**src/rtl/muldiv_unit_pkg.sv**
```systemverilog
// Shared encodings for the iterative multiply/divide unit.
package muldiv_unit_pkg;

    localparam logic [3:0] MULT_MC  = 4'b0001;
    localparam logic [3:0] MULTU_MC = 4'b0010;
    localparam logic [3:0] DIV_MC   = 4'b0100;
    localparam logic [3:0] DIVU_MC  = 4'b1000;

    localparam logic [1:0] ST_IDLE = 2'd0;
    localparam logic [1:0] ST_PREP = 2'd1;
    localparam logic [1:0] ST_CALC = 2'd2;
    localparam logic [1:0] ST_FIX  = 2'd3;

    // Bits retired per CALC cycle must divide 32 evenly and stay small.
    function automatic logic step_legal(input int s);
        return (s == 1) || (s == 2) || (s == 4);
    endfunction

    function automatic logic is_onehot4(input logic [3:0] v);
        return (v != 4'b0000) && ((v & (v - 4'd1)) == 4'b0000);
    endfunction

endpackage

```
**src/rtl/muldiv_step.sv**
```systemverilog
// One iteration of the shared datapath: a shift-add multiply step or a
// restoring-divide step, retiring a single bit.
//   multiply: acc = {partial product high, multiplier remaining}
//   divide  : acc = {partial remainder, dividend bits -> quotient bits}
module muldiv_step (
    input  logic        is_div,
    input  logic [63:0] acc_i,
    input  logic [31:0] opb,
    output logic [63:0] acc_o
);

    logic [32:0] sum;
    logic [32:0] shifted;
    logic [31:0] diff;

    // Both candidate results are formed; is_div selects which one is retired.
    always_comb begin
        sum     = {1'b0, acc_i[63:32]} + (acc_i[0] ? {1'b0, opb} : 33'd0);
        shifted = {acc_i[63:32], acc_i[31]};
        // When the subtract succeeds the remainder is below the divisor, so 32 bits suffice.
        diff    = shifted[31:0] - opb;
        if (is_div) begin
            if (shifted >= {1'b0, opb}) begin
                acc_o = {diff, acc_i[30:0], 1'b1};
            end else begin
                acc_o = {shifted[31:0], acc_i[30:0], 1'b0};
            end
        end else begin
            acc_o = {sum, acc_i[31:1]};
        end
    end

endmodule

```
**src/rtl/muldiv_unit.sv**
```systemverilog
// Iterative multiply/divide unit owning the architectural HI/LO registers.
//
// state | meaning
// IDLE  | waiting for an op; MTHI/MTLO accepted here
// PREP  | take magnitudes, record sign fixes and divide-by-zero
// CALC  | STEP bits per cycle through the muldiv_step chain
// FIX   | apply sign fixes and write HI/LO (suppressed by cancel)
module muldiv_unit
    import muldiv_unit_pkg::*;
#(
    parameter int STEP = 1
) (
    input  logic        clk,
    input  logic        resetn,
    input  logic [3:0]  mul_control,
    input  logic        op_valid,
    input  logic [31:0] src_a,
    input  logic [31:0] src_b,
    input  logic        hi_we,
    input  logic        lo_we,
    input  logic [31:0] wdata,
    input  logic        cancel,
    output logic        busy,
    output logic        done,
    output logic [31:0] hi,
    output logic [31:0] lo
);

    if (!step_legal(STEP)) begin : g_bad_step
        $error("muldiv_unit: STEP must be 1, 2 or 4");
    end

    localparam logic [5:0] CNT_LAST = 6'(32 / STEP - 1);

    logic [1:0]  state_q, state_d;
    logic        op_div_q, op_div_d;
    logic        op_signed_q, op_signed_d;
    logic [31:0] a_q, a_d;
    logic [31:0] b_q, b_d;
    logic [63:0] acc_q, acc_d;
    logic [31:0] opb_q, opb_d;
    logic [5:0]  cnt_q, cnt_d;
    logic        neg_quo_q, neg_quo_d;
    logic        neg_rem_q, neg_rem_d;
    logic        dbz_q, dbz_d;
    logic [31:0] hi_q, hi_d;
    logic [31:0] lo_q, lo_d;
    logic        done_q, done_d;

    logic [31:0] abs_a, abs_b;
    logic [63:0] prod_fix;
    logic [31:0] quo_fix, rem_fix;
    logic [63:0] chain [0:STEP];

    assign chain[0] = acc_q;

    for (genvar g = 0; g < STEP; g++) begin : g_step
        muldiv_step u_step (
            .is_div (op_div_q),
            .acc_i  (chain[g]),
            .opb    (opb_q),
            .acc_o  (chain[g+1])
        );
    end

    // Magnitudes and sign-fixed results; 0x80000000 maps onto itself unsigned.
    always_comb begin
        abs_a    = (op_signed_q && a_q[31]) ? (32'd0 - a_q) : a_q;
        abs_b    = (op_signed_q && b_q[31]) ? (32'd0 - b_q) : b_q;
        prod_fix = neg_quo_q ? (64'd0 - acc_q) : acc_q;
        quo_fix  = neg_quo_q ? (32'd0 - acc_q[31:0]) : acc_q[31:0];
        rem_fix  = neg_rem_q ? (32'd0 - acc_q[63:32]) : acc_q[63:32];
    end

    // FSM, counter, operand setup and HI/LO update.
    always_comb begin
        state_d     = state_q;
        op_div_d    = op_div_q;
        op_signed_d = op_signed_q;
        a_d         = a_q;
        b_d         = b_q;
        acc_d       = acc_q;
        opb_d       = opb_q;
        cnt_d       = cnt_q;
        neg_quo_d   = neg_quo_q;
        neg_rem_d   = neg_rem_q;
        dbz_d       = dbz_q;
        hi_d        = hi_q;
        lo_d        = lo_q;
        done_d      = 1'b0;
        case (state_q)
            ST_IDLE: begin
                if (hi_we) hi_d = wdata;
                if (lo_we) lo_d = wdata;
                if (op_valid && !cancel && is_onehot4(mul_control)) begin
                    op_div_d    = mul_control[2] | mul_control[3];
                    op_signed_d = mul_control[0] | mul_control[2];
                    a_d         = src_a;
                    b_d         = src_b;
                    state_d     = ST_PREP;
                end
            end
            ST_PREP: begin
                if (cancel) begin
                    state_d = ST_IDLE;
                end else begin
                    // Multiplier / dividend shifts out of the low half of acc.
                    acc_d     = {32'd0, op_div_q ? abs_a : abs_b};
                    opb_d     = op_div_q ? abs_b : abs_a;
                    neg_quo_d = op_signed_q & (a_q[31] ^ b_q[31]);
                    neg_rem_d = op_signed_q & a_q[31];
                    dbz_d     = op_div_q & (b_q == 32'd0);
                    cnt_d     = 6'd0;
                    state_d   = ST_CALC;
                end
            end
            ST_CALC: begin
                if (cancel) begin
                    state_d = ST_IDLE;
                end else begin
                    acc_d = chain[STEP];
                    cnt_d = cnt_q + 6'd1;
                    if (cnt_q == CNT_LAST) state_d = ST_FIX;
                end
            end
            default: begin
                state_d = ST_IDLE;
                if (!cancel) begin
                    done_d = 1'b1;
                    if (!op_div_q) begin
                        hi_d = prod_fix[63:32];
                        lo_d = prod_fix[31:0];
                    end else if (dbz_q) begin
                        hi_d = a_q;
                        lo_d = 32'hFFFF_FFFF;
                    end else begin
                        hi_d = rem_fix;
                        lo_d = quo_fix;
                    end
                end
            end
        endcase
    end

    // State registers; reset discards any op in flight.
    always_ff @(posedge clk or negedge resetn) begin
        if (!resetn) begin
            state_q     <= ST_IDLE;
            op_div_q    <= 1'b0;
            op_signed_q <= 1'b0;
            a_q         <= 32'd0;
            b_q         <= 32'd0;
            acc_q       <= 64'd0;
            opb_q       <= 32'd0;
            cnt_q       <= 6'd0;
            neg_quo_q   <= 1'b0;
            neg_rem_q   <= 1'b0;
            dbz_q       <= 1'b0;
            hi_q        <= 32'd0;
            lo_q        <= 32'd0;
            done_q      <= 1'b0;
        end else begin
            state_q     <= state_d;
            op_div_q    <= op_div_d;
            op_signed_q <= op_signed_d;
            a_q         <= a_d;
            b_q         <= b_d;
            acc_q       <= acc_d;
            opb_q       <= opb_d;
            cnt_q       <= cnt_d;
            neg_quo_q   <= neg_quo_d;
            neg_rem_q   <= neg_rem_d;
            dbz_q       <= dbz_d;
            hi_q        <= hi_d;
            lo_q        <= lo_d;
            done_q      <= done_d;
        end
    end

    assign busy = (state_q != ST_IDLE);
    assign done = done_q;
    assign hi   = hi_q;
    assign lo   = lo_q;

endmodule
```
**config.mk**
```make
export PLATFORM = sky130hd
export DESIGN_NAME = muldiv_unit
export DESIGN_NICKNAME = d
export VERILOG_FILES = /design/src/rtl/muldiv_unit_pkg.sv /design/src/rtl/muldiv_step.sv /design/src/rtl/muldiv_unit.sv
export SDC_FILE = /design/constraint.sdc
export NUM_CORES = 1
export LEC_CHECK = 0
export BUFFER_PORTS_ARGS = -buffer_cell sky130_fd_sc_hd__buf_4
export CAP_MARGIN = 20
export CORE_ASPECT_RATIO = 0.8
export CORE_MARGIN = 2
export CORE_UTILIZATION = 33
export CTS_BUF_LIST = sky130_fd_sc_hd__clkbuf_2
export DETAILED_ROUTE_END_ITERATION = 6
export SLEW_MARGIN = 40
export SYNTH_ARGS = -nofsm -noshare
export SYNTH_HDL_FRONTEND = slang
export SYNTH_SLANG_ARGS = --single-unit
```
**constraint.sdc**
```tcl
create_clock -name clk -period 4.2 [get_ports clk]
set_input_delay 0.42 -clock clk [delete_from_list [all_inputs] [get_ports clk]]
set_output_delay 0.42 -clock clk [all_outputs]
set_load 0.02 [all_outputs]
```
==> impl_metrics.toml, run 1 <==
[timing]
peak_clock_frequency_supported_by_timing_ghz = 0.2688
rsz_0062_raised_after_global_routing = "no"
final_hold_viol_count = 0
fin_crit_ns = 3.721
report.final.slew_viol_count = 0
worst_clock_skew_ns = 0.1285
tightestPinTransition_ns = 0.9247
layout_setup_ws_ns = 0.4795
setup_viol_count_final = 0
crit_share_post_route = 0.8858
hold_ws_ns = 0.1167
max-slew-margin-rel = 0.3835
setup_tns_ns = 0

[min_path]
min_path_type = "in -> reg"

[clocking]
cts-root-to-sink-buffers = 3
clk_pin_slew_ns = 0.11
htree_num_levels = 3
setup_repair_bufs_after_cts = 0
cts_buffers = 68
cts_tree = "built"
clk_latency_ns = 1.12
cts_resized = 0
clock_sinks = 238
post_cts_hold_buffer_count = 109
cts.root.buffer_cell = "sky130_fd_sc_hd__clkbuf_2"

[placement]
gp_congestion = 1.008
place.port_buffers = 171
dpl_worst_slack_ns = 0.5633
hpwlAfterDp_um = 58160
placed_instance_area_um2 = 20500

[floorplanning]
fp.coreArea_um2 = 54920
die_height_um = 214.2
die_outline_area_um2 = 57160
floorplan.rows = 77
die_x_um = 266.8
initial_core_util = 0.3320
ioPinCount = 172

[cells_and_area]
final_net_count = 2645
synthToLayoutAreaGrowth_pct = 21.81
finish.instance_area_um2 = 22210
final_layout_size_suffix_gt1_frac = 0.1864

[yosys]
synth-main-ff-cell = "sky130_fd_sc_hd__dfrtp_1"
synth_top_family_by_area = "compound AO/OA/AOI/OAI gates"
synth_async_sr_flop_share = 1.000
synthesis.yosys.warnings = 0
ys_seq_area_frac = 0.3267
synthXorXnorAreaFrac = 0.08262
syn_nets = 2361
share_of_the_synthesized_area_in_compound_gates_ao_oa_aoi_oai = 0.2206
post_synth_instance_area_um2 = 18230
postSynthCellCount = 2180
synthesis.area_per_instance_um2 = 8.364
post_synth_edffs = 0
yosys_register_bits = 238
synth_fa_ha_area_frac = 0.05229
muxShareOfSynthArea = 0.09978
synth_cell_type_count = 81
synth_simple_gate_area_frac = 0.1700

[drt]
detail_route.wirelength_um = 76690
drcViolationCount = 0
postRouteAntennaNets = 0
detailedRoute.firstIterationViolations = 1839
firstDrtPassIters = 5
routedWlPerCell_um = 23.82
via_per_inst = 5.749
total_via_count_after_detailed_routing = 18507

[global_route]
grt.overflow.total = 0
via_count_of_the_first_global_routing_pass = 17938
grt_start_max_net_pins = 82
grt_first_pass_wirelength_um = 113600
antenna_violations_before_repair = 4
global_route.usage.total = 0.2661

[setup_path]
crit_family = "simple AND/OR/NAND/NOR gates"
cp_common_cell = "sky130_fd_sc_hd__o21ai_0"
crit_path_cell_trace = "or4_1, nor3_1, nand4_1, or4_4, o21ai_0, xnor2_1, o21ai_0, a21oi_1, dlygate4sd3_1"
timing.critical_path.fanout_max = 13
critical-path-max-stage-delay_ns = 0.64
arrival_time_of_data_at_the_critical_path_endpoint_ns = 4.64
critPathBufInv = 1
critical-path-slowest-cell = "sky130_fd_sc_hd__or4_4"
worst_setup_path_start_kind = "flop"
crit_required_ns = 5.12
criticalPathCategory = "reg -> reg"
kind_of_end_point_of_the_critical_path = "flop"

[outcome]
status = "finished, final reports clean"

[flow_run]
max-cap-violations = 0
## cell families after synthesis
| group | after synthesis |
|---|---|
| flops | 238 |
| simple gates | 665 |
| mux | 147 |
| compound gates | 668 |
| xor+xnor | 172 |
| fa+ha+maj | 75 |
| buf+inv | 215 |
## per-layer routing
| layer | GRT usage | vias to the layer above | part of all wire |
|---|---|---|---|
| li1 | - | 8450 | - |
| met1 | 0.3845 | 9004 | 0.46 |
| met2 | 0.3510 | 939 | 0.39 |
| met3 | 0.1207 | 114 | 0.13 |
| met4 | 0.07303 | 0 | 0.023 |
| met5 | 0 | - | 0 |
## synthesized netlist by cell type (all sizes together), types with 34 or more instances
| master | n | area, um2 |
|---|---|---|
| xnor2 | 110 | 963.4 |
| xor2 | 62 | 543.0 |
| dfrtp | 238 | 5956 |
| a21oi | 164 | 820.8 |
| o21ai | 251 | 1256 |
| nand2 | 228 | 858.3 |
| o31ai | 34 | 269.0 |
| ha | 73 | 913.4 |
| buf | 36 | 188.9 |
| nand3 | 46 | 230.2 |
| nor3 | 38 | 190.2 |
| mux2i | 58 | 580.6 |
| inv | 74 | 277.8 |
| o22ai | 35 | 219.0 |
| mux2 | 68 | 765.7 |
| clkbuf | 104 | 405.4 |
| nor2 | 207 | 777.0 |
## registers in the layout, summed over array words and instances, names as in the netlist, 2 cells and up
register / cells
a_q: 32
acc_q: 64
b_q: 32
cnt_q: 6
hi: 32
lo: 32
opb_q: 32
state_q: 2
## through the flow
step | instances | utilization
CTS | 3216 | 0.4043
finish | 3219 | 0.4044
global placement | 2996 | 0.3731
global route | 3219 | 0.4044
floorplan | 2180 | -
detailed placement | 2996 | 0.3733
## cells in the final DEF (no fill, tap or decap), types with 73 or more instances in the layout
cell                            count
sky130_fd_sc_hd__a21oi_1          163
sky130_fd_sc_hd__dlygate4sd3_1    108
sky130_fd_sc_hd__clkbuf_2          91
sky130_fd_sc_hd__inv_1             73
sky130_fd_sc_hd__ha_1              73
sky130_fd_sc_hd__o21ai_0          242
sky130_fd_sc_hd__buf_4            237
sky130_fd_sc_hd__nand2_1          226
sky130_fd_sc_hd__dfrtp_1          237
sky130_fd_sc_hd__xnor2_1          110
sky130_fd_sc_hd__nor2_1           207
## area by class of cell
type | instances | area [um2]
tap | 711 | 889.6
multi-input combinational | 1727 | 11430
sequential | 238 | 5959
fill | 5575 | 32710
clock buffer | 91 | 455.4
timing repair buffer | 354 | 3043
antenna | 3 | 7.507
inverter | 75 | 281.5
clock inverter | 20 | 140.1
## worst reg2reg max path, delay by kind of cell (launching register included)
kind	cells	cell delay [ns]
AND/OR/NAND/NOR	4	1.88
AO/OA/AOI/OAI	3	0.58
buffers and inverters	1	0.57
XOR/XNOR	1	0.09
flip-flops	1	0.46
## final timing paths
path                                 from         to  slack [ns]  depth (start not counted)
worst max-delay path             acc_q[5]      hi[2]        0.48                          9
worst min register to register  opb_q[19]  opb_q[19]        0.49                          2
worst max register to register   acc_q[5]      hi[2]        0.48                          9
worst min-delay path             src_a[5]     a_q[5]        0.12                          3
min in group asynchronous          resetn    a_q[28]        0.41                          3
max in group asynchronous          resetn   cnt_q[5]        3.03                          4
Power of run 1 is not shown: default switching activity piles up to over one toggle a cycle in this logic, so the estimate is an artifact.
==> run 2, diff against run 1 <==
Settings changed: CORE_UTILIZATION 33 to 51, CTS_BUF_LIST sky130_fd_sc_hd__clkbuf_2 to unset, PLACE_DENSITY set to 0.7.
==> run 2 against run 1 <==
Effect of this change:
- final area decreased by 5.0%
- critical path type unchanged
- via count shrank 1.9%
- final cell count decreased by 13%
- clock skew down 0.11 ns
- die area fell by 35%
==> impl_metrics.toml, run 2 (synthesis gave the netlist of run 1 again) <==
[outcome]
status = "finished, final reports clean"

[drt]
firstDrtPassIters = 6
total_via_count_after_detailed_routing = 18152
postRouteAntennaNets = 0
drcViolationCount = 0
via_per_inst = 6.462
detail_route.wirelength_um = 70500
routedWlPerCell_um = 25.10
detailedRoute.firstIterationViolations = 2462

[cells_and_area]
finish.utilization = 0.6038
final_net_count = 2495
final_layout_size_suffix_gt1_frac = 0.1764
layout_common_cells = "sky130_fd_sc_hd__o21ai_0 (242), sky130_fd_sc_hd__buf_4 (238), sky130_fd_sc_hd__dfrtp_1 (237)"
regMostFlops = "acc_q"
synthToLayoutAreaGrowth_pct = 15.77
layout.cells.most_common = "sky130_fd_sc_hd__o21ai_0"
largest_register_ff_count = 64

[clocking]
cts.root.buffer_cell = "sky130_fd_sc_hd__clkbuf_16"
cts_buffers = 27
clock_sinks = 238
cts-root-to-sink-buffers = 3
clk_pin_slew_ns = 0.06
clk_latency_ns = 0.59
htree_num_levels = 1
cts_resized = 0
cts_tree = "built"

[min_path]
min_path_type = "in -> reg"
cell_count_of_the_worst_hold_path = 2

[timing]
crit_share_post_route = 0.9092
final_hold_viol_count = 0
setup_tns_ns = 0
tightestPinTransition_ns = 0.8730
peak_clock_frequency_supported_by_timing_ghz = 0.2619
report.final.slew_viol_count = 0
fin_crit_ns = 3.819
rsz_0062_raised_after_global_routing = "no"
setup_viol_count_final = 0
worst_clock_skew_ns = 0.02227
max-slew-margin-rel = 0.4180

[setup_path]
kind_of_end_point_of_the_critical_path = "flop"
timing.critical_path.from = "acc_q[34]"
reg2reg_slack_ns = 0.38
crit_path_cell_trace = "ha_1, o211a_1, o21ai_0, a31oi_1, nor3_1, o31ai_1, a21oi_1, o21ai_0, xnor2_1, a21oi_1, o211a_1"
reg2reg_to = "acc_q[63]"
r2r.worst_path.cells = 11
critical-path-slowest-cell = "sky130_fd_sc_hd__o31ai_1"
critical-path-max-stage-delay_ns = 0.68
worst_setup_path_start_kind = "flop"
timing.critical_path.fanout_max = 11
criticalPathCategory = "reg -> reg"
crit_path_end = "acc_q[63]"
arrival_time_of_data_at_the_critical_path_endpoint_ns = 4.28
crit_required_ns = 4.66
critical_path.reg2reg.startpoint = "acc_q[34]"

[flow_run]
max-cap-violations = 0

[global_route]
grt_start_max_net_pins = 97
via_count_of_the_first_global_routing_pass = 16788
antenna_violations_before_repair = 5
grt_first_pass_wirelength_um = 106200
grt.overflow.total = 0
global_route.usage.total = 0.3715

[floorplanning]
initial_core_util = 0.5216
ioPinCount = 172
fp.coreArea_um2 = 34960
die_height_um = 173.1
die_outline_area_um2 = 37290
die_x_um = 215.4
floorplan.rows = 61

[placement]
hpwlAfterDp_um = 54270
place.port_buffers = 171
gp_congestion = 1.033
[run 2: area by class of cell]
cell class / count / area, um2
Inverter: 75 / 281.5
Sequential cell: 238 / 5959
Clock inverter: 11 / 132.6
Clock buffer: 39 / 780.7
Tap cell: 472 / 590.6
Multi-Input combinational cell: 1727 / 11440
Antenna cell: 2 / 5.005
Timing Repair Buffer: 245 / 1919
Fill cell: 3146 / 13850
[run 2: critical path: cells and delay by family, from the launching register on]
| family | cells | cell delay, ns |
|---|---|---|
| AOI/OAI and AO/OA | 8 | 2.37 |
| and+or+nand+nor | 1 | 0.17 |
| xor gates and xnor gates | 1 | 0.16 |
| adders and majority gates | 1 | 0.46 |
| DFF | 1 | 0.53 |
[run 2: worst min-delay path by stage]
| stage | endpoint | startpoint | slack (ns) |
|---|---|---|---|
| floorplan | a_q[0] | resetn | 0.12 |
| global placement | opb_q[6] | opb_q[6] | 0.46 |
| detailed placement | hi[20] | hi[20] | 0.47 |
| CTS | done | cancel | 0.04 |
| global route | done | cancel | 0.05 |
| finish | done | cancel | 0.06 |
[run 2: metal layers]
layer  track usage  routed length, um  vias to the layer above
met2        0.5095              28140                     1029
met5             0                 49                        -
met4       0.08851               1855                        8
met3        0.1052               8883                      132
li1              -                  -                     8135
met1        0.5698              31570                     8848
[run 2: through the flow]
| stage | hold slack [ns] | instance area, um2 | instances | setup WS (ns) |
|---|---|---|---|---|
| 4_1_cts | 0.04333 | 21070 | 2806 | 0.3377 |
| 6_report | 0.05846 | 21110 | 2809 | 0.3813 |
| 2_1_floorplan | 0.1244 | 18230 | 2180 | 1.033 |
| 3_3_place_gp | 0.4625 | 20140 | 2755 | 0.4365 |
| 5_1_grt | 0.05403 | 21110 | 2808 | 0.3257 |
| 3_5_place_dp | 0.4700 | 20150 | 2755 | 0.3556 |
[run 2: repair_timing]
action,in CTS,in global routing
hold buffers,1,0
buffers inserted,0,0
hold endpoints to repair,92,0
Power of run 2 is left out for the same reason.
